`config.mk`:
```
export PLATFORM = sky130hd
export DESIGN_NAME = ram_dp_param
export DESIGN_NICKNAME = d
export VERILOG_FILES = /design/src/rtl/ram_pkg.sv /design/src/rtl/ram_clear_ctrl.sv /design/src/rtl/ram_dp_param.sv
export SDC_FILE = /design/constraint.sdc
export NUM_CORES = 1
export LEC_CHECK = 0
export CORE_MARGIN = 4
export CORE_UTILIZATION = 28
export DETAILED_ROUTE_END_ITERATION = 7
export GPL_TIMING_DRIVEN = 0
export PLACE_DENSITY = 0.54
export SYNTH_ARGS = -nofsm -noshare
export SYNTH_HDL_FRONTEND = slang
export SYNTH_SLANG_ARGS = --single-unit
```
`constraint.sdc`:
```
create_clock -name clk -period 4.2 [get_ports clk]
set_input_delay 0.84 -clock clk [delete_from_list [all_inputs] [get_ports clk]]
set_output_delay 0.84 -clock clk [all_outputs]
set_load 0.02 [all_outputs]
```
`src/rtl/ram_pkg.sv`:
```
// Shared types and helpers for the parametrised dual-port RAM.
// Holds the clear-sweep state encoding and parameter legality rules.
package ram_pkg;

    typedef enum logic {
        READY,
        CLEAR
    } state_t;

    localparam int BYTE_BITS = 8;

    function automatic int be_width(input int dw);
        return dw / BYTE_BITS;
    endfunction

    function automatic bit params_ok(
        input int dw,
        input int depth,
        input int lat,
        input int wf
    );
        return (dw >= BYTE_BITS) && (dw % BYTE_BITS == 0) &&
               (depth >= 2) &&
               (lat == 1 || lat == 2) &&
               (wf == 0 || wf == 1);
    endfunction

endpackage

```
`src/rtl/ram_clear_ctrl.sv`:
```
// Clear sequencer: sweeps every word to zero after reset or on request.
// Owns the write port while busy so user accesses are locked out.
module ram_clear_ctrl
    import ram_pkg::*;
#(
    parameter int DEPTH      = 16,
    parameter int ADDR_WIDTH = $clog2(DEPTH)
) (
    input  logic                  clk,
    input  logic                  rst,
    input  logic                  clear,
    output logic                  busy,
    output logic                  clr_we,
    output logic [ADDR_WIDTH-1:0] clr_addr
);

    localparam logic [ADDR_WIDTH-1:0] LAST = ADDR_WIDTH'(DEPTH - 1);

    state_t                state;
    state_t                state_nxt;
    logic [ADDR_WIDTH-1:0] clr_ptr;
    logic [ADDR_WIDTH-1:0] clr_ptr_nxt;

    always_ff @(posedge clk) begin
        if (!rst) begin
            state   <= CLEAR;
            clr_ptr <= '0;
        end else begin
            state   <= state_nxt;
            clr_ptr <= clr_ptr_nxt;
        end
    end

    // A clear request seen mid-sweep is dropped rather than restarting it.
    always_comb begin
        state_nxt   = state;
        clr_ptr_nxt = clr_ptr;
        unique case (state)
            READY: begin
                if (clear) begin
                    state_nxt   = CLEAR;
                    clr_ptr_nxt = '0;
                end
            end
            CLEAR: begin
                clr_ptr_nxt = clr_ptr + 1'b1;
                if (clr_ptr == LAST) begin
                    state_nxt   = READY;
                    clr_ptr_nxt = '0;
                end
            end
        endcase
    end

    assign busy     = (state == CLEAR);
    assign clr_we   = busy;
    assign clr_addr = clr_ptr;

endmodule

```
`src/rtl/ram_dp_param.sv`:
```
// Simple dual-port RAM: byte-lane writes, 1 or 2 cycle reads,
// selectable collision policy, range checking and hardware clear.
module ram_dp_param
    import ram_pkg::*;
#(
    parameter int DATA_WIDTH  = 8,
    parameter int DEPTH       = 16,
    parameter int ADDR_WIDTH  = $clog2(DEPTH),
    parameter int RD_LATENCY  = 1,
    parameter int WRITE_FIRST = 1
) (
    input  logic                    clk,
    input  logic                    rst,
    input  logic                    clear,
    input  logic                    wr_enb,
    input  logic [DATA_WIDTH/8-1:0] wr_be,
    input  logic [ADDR_WIDTH-1:0]   wr_addr,
    input  logic [DATA_WIDTH-1:0]   wr_data,
    input  logic                    rd_enb,
    input  logic [ADDR_WIDTH-1:0]   rd_addr,
    output logic [DATA_WIDTH-1:0]   rd_data,
    output logic                    rd_valid,
    output logic                    addr_err,
    output logic                    busy
);

    localparam int BE_WIDTH = be_width(DATA_WIDTH);
    localparam logic [ADDR_WIDTH:0] DEPTH_W = (ADDR_WIDTH + 1)'(DEPTH);

    if (!params_ok(DATA_WIDTH, DEPTH, RD_LATENCY, WRITE_FIRST) ||
        ADDR_WIDTH != $clog2(DEPTH)) begin : g_bad_params
        $error("ram_dp_param: illegal parameter set");
    end

    logic [DATA_WIDTH-1:0] mem [DEPTH];

    logic                  clr_we;
    logic [ADDR_WIDTH-1:0] clr_addr;

    ram_clear_ctrl #(
        .DEPTH      (DEPTH),
        .ADDR_WIDTH (ADDR_WIDTH)
    ) u_clear (
        .clk      (clk),
        .rst      (rst),
        .clear    (clear),
        .busy     (busy),
        .clr_we   (clr_we),
        .clr_addr (clr_addr)
    );

    logic wr_in_range;
    logic rd_in_range;
    logic wr_ok;
    logic rd_ok;
    logic collide;

    assign wr_in_range = ({1'b0, wr_addr} < DEPTH_W);
    assign rd_in_range = ({1'b0, rd_addr} < DEPTH_W);
    assign wr_ok       = wr_enb && !busy && wr_in_range;
    assign rd_ok       = rd_enb && !busy;
    assign collide     = (WRITE_FIRST != 0) && wr_ok && rd_in_range &&
                         (wr_addr == rd_addr);

    always_ff @(posedge clk) begin
        if (clr_we) begin
            mem[clr_addr] <= '0;
        end else if (wr_ok) begin
            for (int k = 0; k < BE_WIDTH; k++) begin
                if (wr_be[k]) begin
                    mem[wr_addr][BYTE_BITS*k +: BYTE_BITS] <=
                        wr_data[BYTE_BITS*k +: BYTE_BITS];
                end
            end
        end
    end

    logic [ADDR_WIDTH-1:0] rd_idx;
    logic [DATA_WIDTH-1:0] mem_word;
    logic [DATA_WIDTH-1:0] merged;
    logic [DATA_WIDTH-1:0] rd_word;

    // Write-first bypass: forward the byte-merged word past the array.
    always_comb begin
        rd_idx   = rd_in_range ? rd_addr : '0;
        mem_word = mem[rd_idx];
        merged   = mem_word;
        for (int k = 0; k < BE_WIDTH; k++) begin
            if (wr_be[k]) begin
                merged[BYTE_BITS*k +: BYTE_BITS] =
                    wr_data[BYTE_BITS*k +: BYTE_BITS];
            end
        end
        rd_word = '0;
        if (rd_in_range) begin
            rd_word = collide ? merged : mem_word;
        end
    end

    logic                  s1_valid;
    logic                  s1_rerr;
    logic [DATA_WIDTH-1:0] s1_data;
    logic                  werr;

    // A read error on the same cycle absorbs the write error.
    always_ff @(posedge clk) begin
        if (!rst) begin
            s1_valid <= 1'b0;
            s1_rerr  <= 1'b0;
            s1_data  <= '0;
            werr     <= 1'b0;
        end else begin
            s1_valid <= rd_ok;
            s1_rerr  <= rd_ok && !rd_in_range;
            werr     <= wr_enb && !busy && !wr_in_range &&
                        !(rd_ok && !rd_in_range);
            if (rd_ok) begin
                s1_data <= rd_word;
            end
        end
    end

    if (RD_LATENCY == 2) begin : g_lat2
        logic                  s2_valid;
        logic                  s2_rerr;
        logic [DATA_WIDTH-1:0] s2_data;

        always_ff @(posedge clk) begin
            if (!rst) begin
                s2_valid <= 1'b0;
                s2_rerr  <= 1'b0;
                s2_data  <= '0;
            end else begin
                s2_valid <= s1_valid;
                s2_rerr  <= s1_rerr;
                if (s1_valid) begin
                    s2_data <= s1_data;
                end
            end
        end

        assign rd_valid = s2_valid;
        assign rd_data  = s2_data;
        assign addr_err = s2_rerr | werr;
    end else begin : g_lat1
        assign rd_valid = s1_valid;
        assign rd_data  = s1_data;
        assign addr_err = s1_rerr | werr;
    end

endmodule

```
### Word-level counts from Yosys, hierarchy flattened

Memories as Yosys holds them, arrays and structs flattened.
Index checks and enable logic that the tools add are counted.

* reductions and logical operators: 5
* add/sub/neg operators: 1
* bitwise logic cells: 1
* eq/ne operators: 3
* multiplexer cells: 17

Operator list (count)
* $mux W8: 3
* $mux W4: 3
* $mux W1: 9
* $pmux W4 S2: 1
* $reduce_or A8 Y1: 1
* $add A4 B1 Y4 const B: 1
* $eq A4 B4 Y1: 1
* $eq A4 B4 Y1 const B: 1
* $logic_and A1 B1 Y1: 3
* $ne A2 B2 Y1 const B: 1
* $pmux W1 S2: 1
* $logic_not A1 Y1: 1
* $not A1 Y1: 1

* register bits: 14
* memory bits (writable): 128
* memories kept: 1

Memories
* mem: words 16, width 8, read ports 1, clocked after memory_dff 0, wr ports 1, RTL line ram_dp_param.sv:35 `logic [DATA_WIDTH-1:0] mem [DEPTH];`

### Logic depth before layout (Yosys ltp)

Gate-level depths: netlist of run 1.

* depth in word-level cells: 7
* depth in mapped cells: 7

### Cells and area by module

A second synthesis of run 1 with hierarchy kept.

* cells, all modules: 352
* area total of the unflattened synthesis: 5945.7 um2

Modules (own cells, without submodules)
* ram_dp_param: times used 1, cells each 320, area each 5672.9 um2
* ram_clear_ctrl: times used 1, cells each 32, area each 272.8 um2

### Worst setup path before layout of run 1

Ideal clock, no wire load.

* kind: input -> register
* from: input port wr_enb
* to: memory mem[0][0], enable pin
* required time: 3.830 ns
* arrival: 1.896 ns
* buffers on the path: 1
* setup time: 0.370 ns
* slack: 1.934 ns
* stages on the path: 4
* cell sequence: nand3b_1 > clkbuf_1 > a31oi_1 > nor2_1

* word-level cells in the longest chain between the ends: 6
* elaborated cells between the ends (all ways): 7

RTL lines
* start: declaration: RTL line ram_dp_param.sv:15 `input logic wr_enb,`
* $logic_and A1 B1 Y1 *
* $mux W1 *: RTL line ram_dp_param.sv:68 `end else if (wr_ok) begin`
* $mux W1 *: RTL line ram_dp_param.sv:66 `if (clr_we) begin`
* $mux W1 (implied by the code) *: RTL line ram_dp_param.sv:71 `mem[wr_addr][BYTE_BITS*k +: BYTE_BITS] <=`
* $reduce_or A8 Y1 (no source line)
* $mux W4 (no source line) / $mux W1 (equally long branches)
* end: declaration: RTL line ram_dp_param.sv:35

Every way passes the cells marked *; elsewhere a longest branch is shown, timed or not.

### Worst setup path in the final report of run 1

* from: input port wr_enb
* to: memory mem[8][7], enable pin

Same word-level chain as after synthesis.

==> flow_summary.ini, run 1 <==
[timing]
fin_worst_skew_ns = 0.00735
hold_viol_final = 0
slew_violations = 0
hold_ws_ns = 0.621
tns_ns = 0
clock.fmax_mhz = 339
post-route-period-util = 0.701
tightest_slew_ns = 0.954
fin_crit_ns = 2.95
maxSlewHeadroom = 0.361
setup_viol = 0
rsz0062_at_grt = false

[layout]
final_area_sq_mm = 0.00710
syn_to_final_growth_pct = 20.9
instances_no_fill = 670
drive_gt1_frac = 0.145
fin_nets = 410
diodes = 0

[synth]
ys_seq_elements = 142
synthXorXnorAreaFrac = 0.00596
synth_cells = 341
synthArstFlopShare = 0
synthDominantCellAreaShare = 0.654
synth_edf_count = 128
synth_top_cell_by_area = edfxtp_1
synthMuxAreaShare = 0.144
syn_avg_cell_area_sq_um = 17.2
ys_seq_area_frac = 0.702
ys_top_cells_by_area = edfxtp_1 (65%), mux4_1 (5.8%), dfxtp_1 (4.8%)
yosysWarnings = 0
synth_nets = 364
synth-compound-area-share = 0.0653
yosys.area_share.adder = 0.00213
ys_types = 41
synth_top_family_by_area = multiplexers
yosys_most_used_dff = edfxtp_1
yosys.area_share.simple = 0.0564
syn-cell-area_sq_mm = 0.00588

[power_and_ir_drop]
p_leak_uw = 0.00220
p_per_area_mw_per_mm2 = 464
irDropWorstVdd_mv = 0.253

[detailed_routing]
remaining_drc_errors = 0
wl_per_cell_um = 19.8
drt-initial-drc-count = 176
ant_nets = 0
drt-total-wl_mm = 13.3
vias = 3197
firstDrtPassIters = 4
vias_per_cell = 4.77

[placed_design]
dp_hpwl_mm = 8.80
portBuffers = 27
dp.cells = 638
place.gp.congestion = 0.831
placed_cell_area_sq_mm = 0.00649

[worst_setup_path]
crit_slowest_cell = nor2_1
startpoint = wr_enb
cp.arrival_ns = 2.99
path_class = input pin to flop
end_kind = flop
critPathMaxFanout = 10
cp_data_required_time_ns = 4.24
start_kind = input pin
critical_path.cell_chain = clkdlybuf4s50_1 > nand3b_1 > clkbuf_1 > a31oi_1 > nor2_1
reg2reg_from = u_clear.busy
timing.critical_path.slowest_cell_delay_ns = 0.73

[outcome]
status = completed

[floorplanning]
die_w_um = 153
pin_count = 33
rows = 52
start_util = 0.288
core-area_sq_mm = 0.0204
dieArea_sq_mm = 0.0234
die_y_um = 153

[cts]
numCtsBuffers = 17
cts_max_level = 4
cts_setup_buffers = 0
root_buffer = clkbuf_16
cts_hold_buf = 0
worstSkewPairLatency_ns = 0.42
post_cts_resized = 0
clkTransAtPathRegs_ns = 0.06
cts_tree = built
clkSinkCount = 142
cts_buffer_depth = 2

[run]
max_cap_violations = 0

[grt]
grt_antenna_before_repair = 0
grt_overflow = 0
grt_pass1_wl_mm = 20.3
grt_max_degree = 17
grt_usage = 0.117
first_global_vias = 3308

[worst_hold_path]
hp-start = rd_data[6]
hold_class = flop to flop
flip-flops by register name, indices dropped and copies added (netlist names):
name and flops:
mem 128, rd_data 8, rd_valid 1, u_clear.busy 1, u_clear.clr_addr 4
cell families (layout without fill, tap and decap cells):
family | Yosys count | count (layout)
buffers and inverters | 25 | 84
other | 1 | 1
adders and majority gates | 1 | 1
DFF | 142 | 142
muxes | 49 | 49
and+or+nand+nor | 64 | 64
xor gates and xnor gates | 4 | 4
AOI/OAI and AO/OA | 55 | 55
placed cells by master (no fill, tap or decap), types with 8 or more instances in the layout:
master | synthesis | layout
mux2i_1 | 19 | 19
clkbuf_1 | 9 | 14
nand2_1 | 10 | 10
clkdlybuf4s50_1 | 0 | 27
mux4_1 | 13 | 13
nor2_1 | 20 | 20
a31oi_1 | 14 | 14
clkbuf_16 | 0 | 17
o41ai_1 | 8 | 8
dfxtp_1 | 14 | 14
and2_1 | 11 | 11
mux4_2 | 11 | 11
o21ai_0 | 10 | 10
o21a_1 | 9 | 9
edfxtp_1 | 128 | 128
stage by stage:
| step | total power, uW | setup slack, ns | utilization |
|---|---|---|---|
| floorplan | 1690 | 1.93 | - |
| global placement | 1760 | 0.853 | 0.317 |
| detailed placement | 1760 | 0.843 | 0.317 |
| CTS | 3310 | 1.27 | 0.348 |
| global route | 3400 | 1.14 | 0.348 |
| finish | 3290 | 1.25 | 0.348 |
cell type report:
type,instances,area [sq um]
Buffer,21,125
Clock buffer,23,458
Clock inverter,9,160
Fill cell,1941,13300
Inverter,4,15.0
Multi-Input combinational cell,174,1610
Sequential cell,142,4120
Tap cell,270,338
Timing Repair Buffer,27,270
synthesized netlist by cell type (2+ instances only):
library cell and instances:
o21a_1 9, nand3_1 3, buf_6 2, a2bb2oi_1 2
and2_1 11, xnor2_1 4, o21ai_0 10, mux2_2 6
mux4_2 11, mux4_1 13, nor2_1 20, a221oi_1 6
mux2i_1 19, dfxtp_1 14, nand2_1 10, o41ai_1 8
nor3_1 3, edfxtp_1 128, or2_2 2, a21oi_1 3
nor3b_1 3, buf_4 2, a31oi_1 14, clkbuf_1 9
buf_2 6, inv_1 4, nor2b_1 5
worst paths after layout:
check | endpoint | slack, ns | cells past startpoint
max | mem[8][7] | 1.25 | 5
min | rd_data[6] | 0.62 | 3
max reg2reg | mem[8][7] | 1.58 | 4
min reg2reg | rd_data[6] | 0.62 | 3
layer usage:
metal / wire [um] / global-route usage
met1: 5810 / 0.155
met2: 6410 / 0.182
met3: 765 / 0.0348
met4: 281 / 0.0462
met5: 0 / 0
worst max-delay path: cells and delay by family:
| family | cells | cell delay (ns) |
|---|---|---|
| buffers and inverters | 2 | 0.83 |
| AOI/OAI and AO/OA | 1 | 0.32 |
| and+or+nand+nor | 2 | 0.99 |
report_power, final:
part / leakage [uW] / total (uW) / switching [uW] / internal [uW]
logic: 0.000733 / 164 / 91.8 / 72.0
registers: 0.00117 / 1560 / 9.69 / 1550
clock network: 0.000300 / 1570 / 552 / 1010
total: 0.00220 / 3290 / 654 / 2640
Power figures use the tool's default switching activity.
==> run 2, diff against run 1 <==
==> constraint.sdc (replaced) <==
create_clock -name clk -period 3 [get_ports clk]
set_input_delay 0.6 -clock clk [delete_from_list [all_inputs] [get_ports clk]]
set_output_delay 0.6 -clock clk [all_outputs]
set_load 0.02 [all_outputs]
==> results of run 2 <==
The final DEF is identical to that of run 1. Status: completed.
Among the figures that moved: setup slack after placement 0.843 ns -> -0.117 ns; setup slack after layout 1.25 ns -> 0.294 ns; register-to-register setup slack 1.58 ns -> 0.38 ns; total power 3290 uW -> 4610 uW; worst IR drop on VDD 0.253 mV -> 0.354 mV
